## src/rtl/alu_pkg.sv

```systemverilog
`default_nettype none
// ============================================================================
// Module   : alu_pkg
// Purpose  : Shared ALU operation encoding and ALU sequencer state type.
// Revision : 1.0 - initial release
// ============================================================================
package alu_pkg;

    typedef enum logic [1:0] {
        ALU_ADD = 2'b00,
        ALU_SUB = 2'b01,
        ALU_MUL = 2'b10,
        ALU_DIV = 2'b11
    } alu_op_t;

    // Distinct labels from alu_op_t since both enums live in this package.
    typedef enum logic [1:0] {
        ALU_ST_IDLE = 2'b00,
        ALU_ST_MUL  = 2'b01,
        ALU_ST_DIV  = 2'b10
    } alu_state_t;

endpackage
`default_nettype wire

```

## src/rtl/alu_divider.sv

```systemverilog
`default_nettype none
// ============================================================================
// Module   : alu_divider
// Purpose  : Restoring unsigned divider, one quotient bit per cycle, MSB first.
// Revision : 1.0 - initial release
// ============================================================================
module alu_divider #(
    parameter int REG_SIZE = 8
) (
    input  logic                clk,
    input  logic                rst,
    input  logic                start,
    input  logic [REG_SIZE-1:0] dividend,
    input  logic [REG_SIZE-1:0] divisor,
    output logic [REG_SIZE-1:0] quotient,
    output logic                done
);

    localparam int                 c_cnt_w = $clog2(REG_SIZE + 1);
    localparam logic [c_cnt_w-1:0] c_last  = c_cnt_w'(REG_SIZE - 1);

    logic [REG_SIZE-1:0] r_rem;
    logic [REG_SIZE-1:0] r_quo;
    logic [REG_SIZE-1:0] r_dsr;
    logic [c_cnt_w-1:0]  r_cnt;
    logic                r_active;

    logic [REG_SIZE:0]   w_shift;
    logic [REG_SIZE:0]   w_diff;
    logic                w_fits;
    logic [REG_SIZE-1:0] w_rem_next;
    logic [REG_SIZE-1:0] w_quo_next;

    // The borrow out of the trial subtraction decides the quotient bit.
    assign w_shift    = {r_rem, r_quo[REG_SIZE-1]};
    assign w_diff     = w_shift - {1'b0, r_dsr};
    assign w_fits     = ~w_diff[REG_SIZE];
    assign w_rem_next = w_fits ? w_diff[REG_SIZE-1:0] : w_shift[REG_SIZE-1:0];
    assign w_quo_next = {r_quo[REG_SIZE-2:0], w_fits};

    // Final quotient is presented combinationally during the last iteration.
    assign quotient = w_quo_next;
    assign done     = r_active && (r_cnt == c_last);

    always_ff @(posedge clk) begin
        if (rst) begin
            r_rem    <= '0;
            r_quo    <= '0;
            r_dsr    <= '0;
            r_cnt    <= '0;
            r_active <= 1'b0;
        end else if (start) begin
            r_rem    <= '0;
            r_quo    <= dividend;
            r_dsr    <= divisor;
            r_cnt    <= '0;
            r_active <= 1'b1;
        end else if (r_active) begin
            r_rem <= w_rem_next;
            r_quo <= w_quo_next;
            r_cnt <= r_cnt + c_cnt_w'(1);
            if (r_cnt == c_last) begin
                r_active <= 1'b0;
            end
        end
    end

endmodule
`default_nettype wire

```

## src/rtl/alu.sv

```systemverilog
`default_nettype none
// ============================================================================
// Module   : alu
// Purpose  : Multi-cycle unsigned ALU: 1-cycle ADD/SUB, iterative MUL and DIV.
// Revision : 1.0 - initial release
// ============================================================================
module alu
    import alu_pkg::*;
#(
    parameter int REG_SIZE = 8
) (
    input  logic                clk,
    input  logic                rst,
    input  logic [1:0]          alu_operation,
    input  logic [REG_SIZE-1:0] alu_op1,
    input  logic [REG_SIZE-1:0] alu_op2,
    input  logic                alu_req,
    output logic                alu_done,
    output logic [REG_SIZE-1:0] alu_res,
    output logic                alu_busy,
    output logic                alu_dz
);

    localparam int                 c_cnt_w = $clog2(REG_SIZE + 1);
    localparam logic [c_cnt_w-1:0] c_last  = c_cnt_w'(REG_SIZE - 1);

    alu_state_t          r_state;
    logic [REG_SIZE-1:0] r_acc;
    logic [REG_SIZE-1:0] r_mcand;
    logic [REG_SIZE-1:0] r_mplier;
    logic [c_cnt_w-1:0]  r_cnt;

    alu_op_t             w_op;
    logic [REG_SIZE-1:0] w_acc_next;
    logic                w_div_start;
    logic [REG_SIZE-1:0] w_div_quo;
    logic                w_div_done;

    assign w_op        = alu_op_t'(alu_operation);
    assign w_acc_next  = r_mplier[0] ? (r_acc + r_mcand) : r_acc;
    assign w_div_start = (r_state == ALU_ST_IDLE) && alu_req &&
                         (w_op == ALU_DIV) && (alu_op2 != '0);

    alu_divider #(
        .REG_SIZE (REG_SIZE)
    ) u_divider (
        .clk      (clk),
        .rst      (rst),
        .start    (w_div_start),
        .dividend (alu_op1),
        .divisor  (alu_op2),
        .quotient (w_div_quo),
        .done     (w_div_done)
    );

    always_ff @(posedge clk) begin
        if (rst) begin
            r_state  <= ALU_ST_IDLE;
            r_acc    <= '0;
            r_mcand  <= '0;
            r_mplier <= '0;
            r_cnt    <= '0;
            alu_done <= 1'b0;
            alu_res  <= '0;
            alu_busy <= 1'b0;
            alu_dz   <= 1'b0;
        end else begin
            alu_done <= 1'b0;
            case (r_state)
                ALU_ST_IDLE: begin
                    if (alu_req) begin
                        case (w_op)
                            ALU_ADD: begin
                                alu_res  <= alu_op1 + alu_op2;
                                alu_dz   <= 1'b0;
                                alu_done <= 1'b1;
                            end
                            ALU_SUB: begin
                                alu_res  <= alu_op1 - alu_op2;
                                alu_dz   <= 1'b0;
                                alu_done <= 1'b1;
                            end
                            ALU_MUL: begin
                                r_acc    <= '0;
                                r_mcand  <= alu_op1;
                                r_mplier <= alu_op2;
                                r_cnt    <= '0;
                                alu_busy <= 1'b1;
                                r_state  <= ALU_ST_MUL;
                            end
                            ALU_DIV: begin
                                if (alu_op2 == '0) begin
                                    alu_res  <= '1;
                                    alu_dz   <= 1'b1;
                                    alu_done <= 1'b1;
                                end else begin
                                    alu_busy <= 1'b1;
                                    r_state  <= ALU_ST_DIV;
                                end
                            end
                            default: ;
                        endcase
                    end
                end
                ALU_ST_MUL: begin
                    // Shift-add, multiplier consumed LSB first; high bits fall off.
                    r_acc    <= w_acc_next;
                    r_mcand  <= {r_mcand[REG_SIZE-2:0], 1'b0};
                    r_mplier <= {1'b0, r_mplier[REG_SIZE-1:1]};
                    r_cnt    <= r_cnt + c_cnt_w'(1);
                    if (r_cnt == c_last) begin
                        alu_res  <= w_acc_next;
                        alu_dz   <= 1'b0;
                        alu_done <= 1'b1;
                        alu_busy <= 1'b0;
                        r_state  <= ALU_ST_IDLE;
                    end
                end
                ALU_ST_DIV: begin
                    if (w_div_done) begin
                        alu_res  <= w_div_quo;
                        alu_dz   <= 1'b0;
                        alu_done <= 1'b1;
                        alu_busy <= 1'b0;
                        r_state  <= ALU_ST_IDLE;
                    end
                end
                default: begin
                    alu_busy <= 1'b0;
                    r_state  <= ALU_ST_IDLE;
                end
            endcase
        end
    end

endmodule
`default_nettype wire
```

## config.mk

```make
export PLATFORM = sky130hd
export DESIGN_NAME = alu
export DESIGN_NICKNAME = d
export VERILOG_FILES = /design/src/rtl/alu_pkg.sv /design/src/rtl/alu_divider.sv /design/src/rtl/alu.sv
export SDC_FILE = /design/constraint.sdc
export NUM_CORES = 1
export LEC_CHECK = 0
export ABC_AREA = 0
export CAP_MARGIN = 20
export CORE_ASPECT_RATIO = 1.1
export CORE_UTILIZATION = 43
export DETAILED_ROUTE_END_ITERATION = 16
export PLACE_DENSITY_LB_ADDON = 0.2
export SYNTH_ARGS = -nofsm -noshare
export SYNTH_HDL_FRONTEND = slang
export SYNTH_HIERARCHICAL = 1
export SYNTH_SLANG_ARGS = --single-unit
```

## constraint.sdc

```tcl
create_clock -name clk -period 4.7 [get_ports clk]
set_input_delay 0.705 -clock clk [delete_from_list [all_inputs] [get_ports clk]]
set_output_delay 0.705 -clock clk [all_outputs]
set_load 0.02 [all_outputs]
```

==> results of run 1 <==
==> worst paths after layout <==
kind                      startpoint          to  slack, ns  cells past startpoint
hold reg to reg               alu_dz      alu_dz       0.45                      2
setup reg to reg  u_divider/r_quo[7]  alu_res[0]       1.89                     12
hold / removal                alu_dz      alu_dz       0.45                      2
setup / recovery    alu_operation[0]  alu_res[6]       1.53                     10
==> cells in the final DEF, fill, tap and decap left out, types with 16 or more instances in the layout <==
master / n
a211oi_1: 18
a21oi_1: 47
clkdlybuf4s50_1: 30
dfxtp_1: 70
ha_1: 29
inv_1: 25
mux2i_1: 40
nand2_1: 38
nor2_1: 72
o21ai_0: 17
xnor2_1: 16
==> layout make-up <==
type	count	area, sq um
inverter	26	100.1
timing repair buffer	36	342.8
clock inverter	5	81.33
clock buffer	11	151.4
tap	120	150.1
fill	985	4926
multi-input combinational	404	2784
sequential	70	1401
==> synthesized netlist by cell type, types with 2 or more instances <==
library cell / instances
ha_1: 29
and4_1: 2
buf_4: 8
a32oi_1: 2
o221ai_1: 4
mux2_2: 3
and3_1: 2
xor2_1: 9
buf_1: 6
nor4_1: 4
o21a_1: 2
nor3b_1: 2
a21oi_1: 47
o21ai_0: 17
a21o_1: 4
a31oi_1: 6
nor2_1: 72
nand4_1: 4
dfxtp_1: 70
a22oi_1: 5
fa_1: 3
o211ai_1: 4
o21bai_1: 3
inv_1: 25
nand3b_1: 6
clkbuf_1: 21
nand2_1: 38
a211oi_1: 18
nand2b_1: 3
mux2i_1: 40
nand3_1: 13
xnor2_1: 16
nor2b_1: 3
or4_1: 2
nor3_1: 12
==> routing by layer <==
layer  vias to the layer above  wire (um)
met5                         -          0
met4                         0        291
met3                        25        456
met2                       100       5008
met1                      1807       5410
li1                       1933          -
==> per-stage QoR <==
step           utilization  total power, uW
6_report            0.5043             1771
5_1_grt             0.5043             1863
4_1_cts             0.5043             1781
3_5_place_dp        0.4809             1204
3_3_place_gp        0.4809             1196
2_1_floorplan            -             1063
==> sequential cells by signal, summed over array words and instances (netlist names) <==
signal	count
alu_busy	1
u_divider/r_rem	8
alu_res	8
u_divider/r_quo	8
r_cnt	4
r_state	2
alu_dz	1
r_acc	8
alu_done	1
r_mcand	8
r_mplier	8
u_divider/r_cnt	4
u_divider/r_active	1
u_divider/r_dsr	8
==> kinds of logic (layout without fill, tap and decap cells) <==
| group | Yosys count | in the layout | synth area share |
|---|---|---|---|
| AND/OR/NAND/NOR | 174 | 174 | 0.1885 |
| AO/OA/AOI/OAI | 130 | 130 | 0.1922 |
| flip-flops | 70 | 70 | 0.3156 |
| buffers and inverters | 62 | 78 | 0.06143 |
| multiplexers | 43 | 43 | 0.09777 |
| adder cells (fa/ha/maj) | 32 | 32 | 0.09524 |
| XOR/XNOR | 25 | 25 | 0.04931 |
==> power breakdown <==
part / internal [uW] / switching, uW / leakage (uW)
Sequential: 639 / 36.5 / 0.000569
Clock: 328 / 249 / 0.000116
Combinational: 216 / 304 / 0.00119
Total: 1180 / 589 / 0.00188
==> worst max-delay path, cell delays in order <==
cell and delay [ns]:
clkdlybuf4s50_1 0.62, nor2b_1 0.49, mux2i_1 0.22, fa_1 0.48
a21oi_1 0.20, o21ai_0 0.14, a21oi_1 0.20, xnor2_1 0.13
o211ai_1 0.09, o21ai_0 0.17
==> results.md, run 1 <==
- Status: completed
- Clk_skew: around 0.017 ns
- DR vias: between 3k and 4k
- Max Root-Sink Buffers: 2
- Starting density of the core: 0.4469
- Port bufs: 31
- Hold slack: 0.4513 ns
- Row count: 38
- Main area contributors after synthesis: dfxtp_1 32%, mux2i_1 9.0%, ha_1 8.2%
- Hold WC Path Type: reg -> reg
- Setup WS post-layout: about 1.5 ns
- Net count, final: 600
- Num ports: 32
- GR Overflow Total: 0
- CP max FO: 7
- Post-synth ARST share: 0
- FMAX: approximately 320 MHz
- Layout cells sized above 1: 0.06522
- Largest area contributor in the netlist: dfxtp_1
- Vias in the first global route: approximately 3.6k
- Die X: 98.89 um
- PD cells: about 350 mW/mm^2
- CTS Sinks: 70
- GR Util met1: 0.2872
- HPWL after DPL: around 8.1 mm
- Worst-Margin Slew: 0.6920 ns
- GRT met3 Usage: 0.03491
- Slew headroom: 0.5386
- Clock tree from TritonCTS: built
- Clk_lat worst skew: about 0.36 ns
- Drt wl/cell: roughly 17 um
- Max-Cap Viols: 0
- Sequential share of the synthesized area: 0.3156
- Post-route cell area: 0.005011 sq mm
- Setup TNS Final: 0 ns
- Synth Register Bits: 70
- Gp weighted congestion: 0.9486
- Post-synth EDFFs: 0
- VDD IR max: 0.0001571 V
- Full die area: around 0.011 sq mm
- Core Box Area: about 0.0099 sq mm
- Initial antenna violation count: 0
- Area growth syn-to-layout: 12.85%
- H-tree depth: 3
- Synth Flop Type: dfxtp_1
- Post-CTS Setup Inserts: 0
- Hold_buf cts: 0
- Total CTS buffers: 9
- DP Area: around 0.0048 sq mm
- Post-synth cell types: 66
- Most crowded layer after global routing: met2
- Arrival time at the worst endpoint: between 3 and 4 ns
- CTS resizes: 0
- Post-route DRC: 0
- Syn_area_per_cell: between 8 and 9 sq um
- RSZ-0062 raised after global routing: false
- Largest net degree at the start of global routing: 40
- Crit path launch type: input pin
- Gr usage total: 0.2196
- Worst Path Required: ~5 ns
- First-pass GRT wire length: about 18 mm
- Number of diodes: 0
- Synth top area share: 0.3156
- CTS clk-pin slew, worst paths: around 0.080 ns
- Clk root buf: clkbuf_8
- Critical Setup Path Class: in -> reg
- Max Transition Viols Final: 0
- Fin crit period: 3.169 ns
- Dpl ws: roughly 1.2 ns
- Final Hold Viols: 0
- Worst setup EP type: flip-flop
- Netlist area before placement: around 0.0044 sq mm
- First-pass iteration count of the detailed router: 5
- Die height: between 100 and 150 um
- Fin crit share: 0.6743
- Synth Net Count: about 590
- Leakage: about 0.0019 uW
- Final ANT Viol Nets: 0
- Placed cells: between 600 and 700
- Vias/cell: 5.751
- # setup viols final: 0
- Post-Synthesis Cells: about 540
- Final wirelength: ~11 mm
- Non-filler cells, final: about 670
- Iteration-0 DRC Markers: 236
- Synthesis Warnings: 6
- Met2 usage: 0.3571
(Power assumes the default switching activity.)
==> run 2, diff against run 1 <==
==> constraint.sdc (replaced) <==
create_clock -name clk -period 3.1 [get_ports clk]
set_input_delay 0.465 -clock clk [delete_from_list [all_inputs] [get_ports clk]]
set_output_delay 0.465 -clock clk [all_outputs]
set_load 0.02 [all_outputs]
==> results.md, run 2 (same netlist as run 1, synthesis figures left out) <==
- Drt wl/cell: 16.38 um (-1.4%)
- Non-filler cells, final: 686 (+2.1%)
- Initial antenna violation count: 0 (unchanged)
- CP Capture Point: alu_res[0]
- Area growth syn-to-layout: 15.53%
- Commonest non-fill, non-tap cell in the layout: nor2_1
- Worst-Margin Slew: 0.6226 ns (-0.06943 ns)
- Net count, final: 614 (+2.3%)
- Worst Hold Depth: 2 (unchanged)
- CTS Sinks: 70 (unchanged)
- Starting density of the core: 0.4469 (unchanged)
- VDD IR max: 0.0003090 V (+97%)
- Post-route DRC: 0 (unchanged)
- Fin crit period: between 2 and 3 ns
- HPWL after DPL: 8.401 mm (+3.6%)
- Dpl ws: 0.2557 ns (-0.9778 ns)
- R2R Setup Slk: 0.32 ns (-1.57 ns)
- Status: completed
- Max-Cap Viols: 0 (unchanged)
- Worst Path Required: 3.40 ns (-1.58 ns)
- CTS clk-pin slew, worst paths: 0.08 ns (about the same)
- First-pass iteration count of the detailed router: 5 (unchanged)
- Clk_lat worst skew: 0.36 ns (about the same)
- Final ANT Viol Nets: 0 (unchanged)
- Worst Reg-to-Reg Cells: 12 (unchanged)
- Gr usage total: 0.2215 (+0.001881)
- Arrival time at the worst endpoint: 3.08 ns (-0.37 ns)
- GR Overflow Total: 0 (unchanged)
- Die X: 98.89 um (unchanged)
- FMAX: 359.1 MHz
- # setup viols final: 0 (unchanged)
- Reg2reg start: u_divider/r_quo[7]
- Vias in the first global route: 3,694 (+1.2%)
- Num ports: 32 (unchanged)
- Core Box Area: 0.009937 sq mm (unchanged)
- Number of diodes: 0 (unchanged)
- DR vias: 3,928 (+1.6%)
- First-pass GRT wire length: 18.49 mm (+1.1%)
- Max Root-Sink Buffers: 2 (unchanged)
- Critical Setup Path Class: reg -> reg
- Crit path launch type: flip-flop
- RSZ-0062 raised after global routing: false
- Vias/cell: 5.726 (-0.44%)
- CP startpoint: u_divider/r_quo[7]
- Gp weighted congestion: 0.8446 (-11%)
- CP max FO: 8 (+1)
- Fin crit share: 0.8983
- Clock tree from TritonCTS: built
- Clk_skew: 0.01097 ns (-0.005866 ns)
- Hold_buf cts: 0 (unchanged)
- Setup WS post-layout: 0.3154 ns (-1.216 ns)
- Leakage: 0.001946 uW (+3.7%)
- Layout cells sized above 1: 0.08834 (+0.02312)
- Setup TNS Final: 0 ns (unchanged)
- Worst setup EP type: flip-flop
- Clk root buf: clkbuf_8
- Final wirelength: 11.24 mm (+0.64%)
- Placed cells: 670 (+2.1%)
- R2R Path End: alu_res[0]
- CTS resizes: 0 (unchanged)
- PD cells: 537.5 mW/mm^2 (+52%)
- Most frequent cells in the layout: 72 x nor2_1, 70 x dfxtp_1, 47 x a21oi_1, 40 x mux2i_1, 38 x nand2_1
- Largest net degree at the start of global routing: 29 (-28%)
- Port bufs: 31 (unchanged)
- Iteration-0 DRC Markers: 225 (-4.7%)
- Max Transition Viols Final: 0 (unchanged)
- H-tree depth: 3 (unchanged)
- Hold WC Path Type: reg -> reg
- Full die area: 0.01074 sq mm (unchanged)
- Slew headroom: 0.5840 (+0.04539)
- Row count: 38 (unchanged)
- Final Hold Viols: 0 (unchanged)
- Total CTS buffers: 9 (unchanged)
- Die height: 108.6 um (unchanged)
- Post-CTS Setup Inserts: 0 (unchanged)
==> run 2: cell types whose count changed in the layout (fill, tap and decap cells not counted), sizes merged <==
cell,change
buf,+14
clkbuf,-2
clkinvlp,+1
bufinv,+1
==> run 2: routing by layer <==
metal	vias up	wire length, um	global-route usage
met3	14	568	0.04460
met1	1843	5396	0.3009
met4	0	141	0.05864
li1	1976	-	-
met2	95	5130	0.3576
met5	-	0	0
==> run 2: metrics by stage <==
step | power (uW) | hold slack [ns] | cell area (sq um) | util
6_report | 2758 | 0.4627 | 5130 | 0.5162
5_1_grt | 2897 | 0.4805 | 5130 | 0.5162
4_1_cts | 2771 | 0.4639 | 5130 | 0.5162
3_5_place_dp | 1854 | 0.4533 | 4883 | 0.4914
3_3_place_gp | 1841 | 0.4421 | 4883 | 0.4914
2_1_floorplan | 1612 | 0.4493 | 4441 | -
==> run 2: report_power, final <==
group | internal [uW] | switching [uW]
combinational | 346 | 476
sequential | 968 | 54.1
clock | 537 | 377
total | 1850 | 907
==> run 2: worst min path at each step <==
stage / slack (ns) / start / endpoint
2_1_floorplan: 0.45 / r_cnt[1] / r_cnt[1]
3_3_place_gp: 0.44 / alu_res[2] / alu_res[2]
3_5_place_dp: 0.45 / alu_res[4] / alu_res[4]
4_1_cts: 0.46 / alu_res[4] / alu_res[4]
5_1_grt: 0.48 / alu_res[2] / alu_res[2]
6_report: 0.46 / alu_res[4] / alu_res[4]
==> run 2: critical path, cell delays in order (launching register included) <==
cell     delay [ns]
dfxtp_1        0.36
inv_1          0.05
ha_1           0.23
fa_1           0.49
nor2b_4        0.16
o31ai_2        0.09
a22o_1         0.25
or2_1          0.34
inv_4          0.17
nand2_1        0.07
a32oi_1        0.30
mux2i_1        0.12
nor2_1         0.10
==> run 2: area by class of cell <==
cell class              count  area [sq um]
fillers                   951          4807
multi-input cells         404          2784
flip-flops and latches     70          1401
repair buffers             50         447.9
well taps                 120         150.1
clock buffers               9         123.9
clock inverters             7         122.6
inverters                  26         100.1
==> run 3, diff against run 2 <==
--- a/config.mk
+++ b/config.mk
@@ -8,9 +8,8 @@
 export ABC_AREA = 0
 export CAP_MARGIN = 20
 export CORE_ASPECT_RATIO = 1.1
-export CORE_UTILIZATION = 43
+export CORE_UTILIZATION = 30
 export DETAILED_ROUTE_END_ITERATION = 16
-export PLACE_DENSITY_LB_ADDON = 0.2
 export SYNTH_ARGS = -nofsm -noshare
 export SYNTH_HDL_FRONTEND = slang
 export SYNTH_HIERARCHICAL = 1
==> results.md, run 3 (same netlist as run 1, synthesis figures left out) <==
- Status: completed
- Final Hold Viols: 0 (unchanged)
- Worst setup EP type: flip-flop
- R2R Setup Slk: 0.30 ns (-0.02 ns)
- Port bufs: 31 (unchanged)
- Final ANT Viol Nets: 0 (unchanged)
- Net count, final: 613 (-0.16%)
- Critical Setup Path Class: reg -> reg
- Post-route DRC: 0 (unchanged)
- Clk root buf: clkbuf_16
- Final wirelength: 12.02 mm (+6.9%)
- # setup viols final: 0 (unchanged)
- Max Transition Viols Final: 0 (unchanged)
- DR vias: 3,953 (+0.64%)
- Commonest non-fill, non-tap cell in the layout: nor2_1
- Hold slack: 0.4515 ns (-0.01115 ns)
- Worst Reg-to-Reg Cells: 12 (unchanged)
- Drt wl/cell: 15.87 um (-3.1%)
- Met2 usage: 0.2782 (-0.07944)
- Hold WC Path Type: reg -> reg
- Die X: 118 um (+19%)
- Worst Hold Depth: 2 (unchanged)
- DP Area: 0.004966 sq mm (+1.7%)
- CTS clk-pin slew, worst paths: 0.06 ns (-0.02 ns)
- Largest net degree at the start of global routing: 34 (+17%)
- Leakage: 0.001958 uW (+0.63%)
- Post-route cell area: 0.005235 sq mm (+2.0%)
- Core Box Area: 0.01445 sq mm (+45%)
- First-pass iteration count of the detailed router: 6 (+1)
- Hold_buf cts: 0 (unchanged)
- FMAX: 357.0 MHz (-0.58%)
- CTS resizes: 0 (unchanged)
- Hold endpoint: alu_dz
- Clk_lat worst skew: 0.33 ns (-0.03 ns)
- Fin crit period: 2.801 ns (+0.01635 ns)
- GR Util met1: 0.2013 (-0.09958)
- Gp weighted congestion: 0.8571 (+1.5%)
- Max Root-Sink Buffers: 2 (unchanged)
- Max-Cap Viols: 0 (unchanged)
- Vias/cell: 5.222 (-8.8%)
- Starting density of the core: 0.3074 (-0.1395)
- CP max FO: 8 (unchanged)
- Num ports: 32 (unchanged)
- PD cells: 532.4 mW/mm^2 (-0.95%)
- Full die area: 0.01529 sq mm (+42%)
- Clk_skew: 0.009316 ns (-0.001649 ns)
- First-pass GRT wire length: 19.39 mm (+4.9%)
- Total CTS buffers: 9 (unchanged)
- Startpoint of the worst hold path: alu_dz
- Number of diodes: 0 (unchanged)
- Most crowded layer after global routing: met2
- GR Overflow Total: 0 (unchanged)
- Reg2reg start: u_divider/r_quo[7]
- H-tree depth: 3 (unchanged)
- VDD IR max: 0.0002247 V (-27%)
- Die height: 129.6 um (+19%)
- Row count: 46 (+21%)
- GRT met3 Usage: 0.02377 (-0.02083)
- Clock tree from TritonCTS: built
- R2R Path End: alu_res[0]
- Arrival time at the worst endpoint: 3.07 ns (about the same)
- Iteration-0 DRC Markers: 254 (+13%)
- Fin crit share: 0.9035 (+0.005275)
- CTS Sinks: 70 (unchanged)
- Initial antenna violation count: 0 (unchanged)
- Layout cells sized above 1: 0.08319 (-0.005153)
- Vias in the first global route: 3,764 (+1.9%)
- Setup TNS Final: 0 ns (unchanged)
- Worst-Margin Slew: 0.7094 ns (+0.08680 ns)
- Most frequent cells in the layout: 72 x nor2_1, 70 x dfxtp_1, 47 x a21oi_1, 40 x mux2i_1, 38 x nand2_1
- HPWL after DPL: 9.016 mm (+7.3%)
- Slew headroom: 0.5253 (-0.05872)
- Gr usage total: 0.1596 (-0.06191)
- Post-CTS Setup Inserts: 0 (unchanged)
- Crit path launch type: flip-flop
- RSZ-0062 raised after global routing: false
- Area growth syn-to-layout: 17.89%
- Worst Path Required: 3.37 ns (-0.03 ns)
- # fillers: 1,474 (+55%)
## run 3: cell count changes in the layout (fill, tap and decap cells not counted)
cell        change
bufinv_16       -3
clkinvlp_4      -1
buf_4           -1
clkinv_2        +3
clkbuf_16       +9
clkbuf_1        +2
clkinv_4        -2
clkbuf_8        -8
## run 3: power by group
group | leakage, uW | switching (uW) | total (uW) | internal [uW]
Clock | 0.000132 | 383 | 943 | 559
Combinational | 0.00126 | 472 | 815 | 343
Sequential | 0.000569 | 59.5 | 1030 | 970
## run 3: layer usage
layer / routed length, um / vias up
met5: 0 / -
met4: 215 / 0
met3: 410 / 17
met2: 5834 / 85
met1: 5556 / 1897
li1: - / 1954
## run 3: through the flow
stage                 util  power, uW  cells  worst slack, ns
global placement    0.3438       1847    741           0.2265
floorplan                -       1612    536           0.6632
detailed placement  0.3438       1862    741           0.2089
global route        0.3624       2933    757           0.1782
CTS                 0.3624       2811    757           0.3312
finish              0.3624       2787    757           0.2991
## run 3: area by class of cell
class	count	area, sq um	area share
multi-input combinational	404	2784	0.5318
timing repair buffer	49	440.4	0.08413
sequential	70	1401	0.2677
tap	192	240.2	0.04589
clock buffer	12	246.5	0.04708
clock inverter	4	22.52	0.004302
inverter	26	100.1	0.01912
## run 3: worst max-delay path by stage
stage | start | end | slack (ns) | cells after the start
CTS | u_divider/r_quo[7] | alu_res[0] | 0.33 | 12
floorplan | u_divider/r_quo[7] | alu_res[0] | 0.66 | 14
global placement | alu_op2[0] | alu_res[6] | 0.23 | 12
detailed placement | alu_op2[0] | alu_res[6] | 0.21 | 12
global route | u_divider/r_quo[7] | alu_res[0] | 0.18 | 12
finish | u_divider/r_quo[7] | alu_res[0] | 0.30 | 12
## run 3: worst max-delay path, cell delays in order, from the launching register on
cell	delay [ns]
dfxtp_1	0.36
inv_1	0.06
ha_1	0.24
fa_1	0.48
nor2b_4	0.17
o31ai_2	0.09
a22o_1	0.24
or2_1	0.33
inv_4	0.16
nand2_1	0.07
a32oi_1	0.33
mux2i_1	0.12
nor2_1	0.10
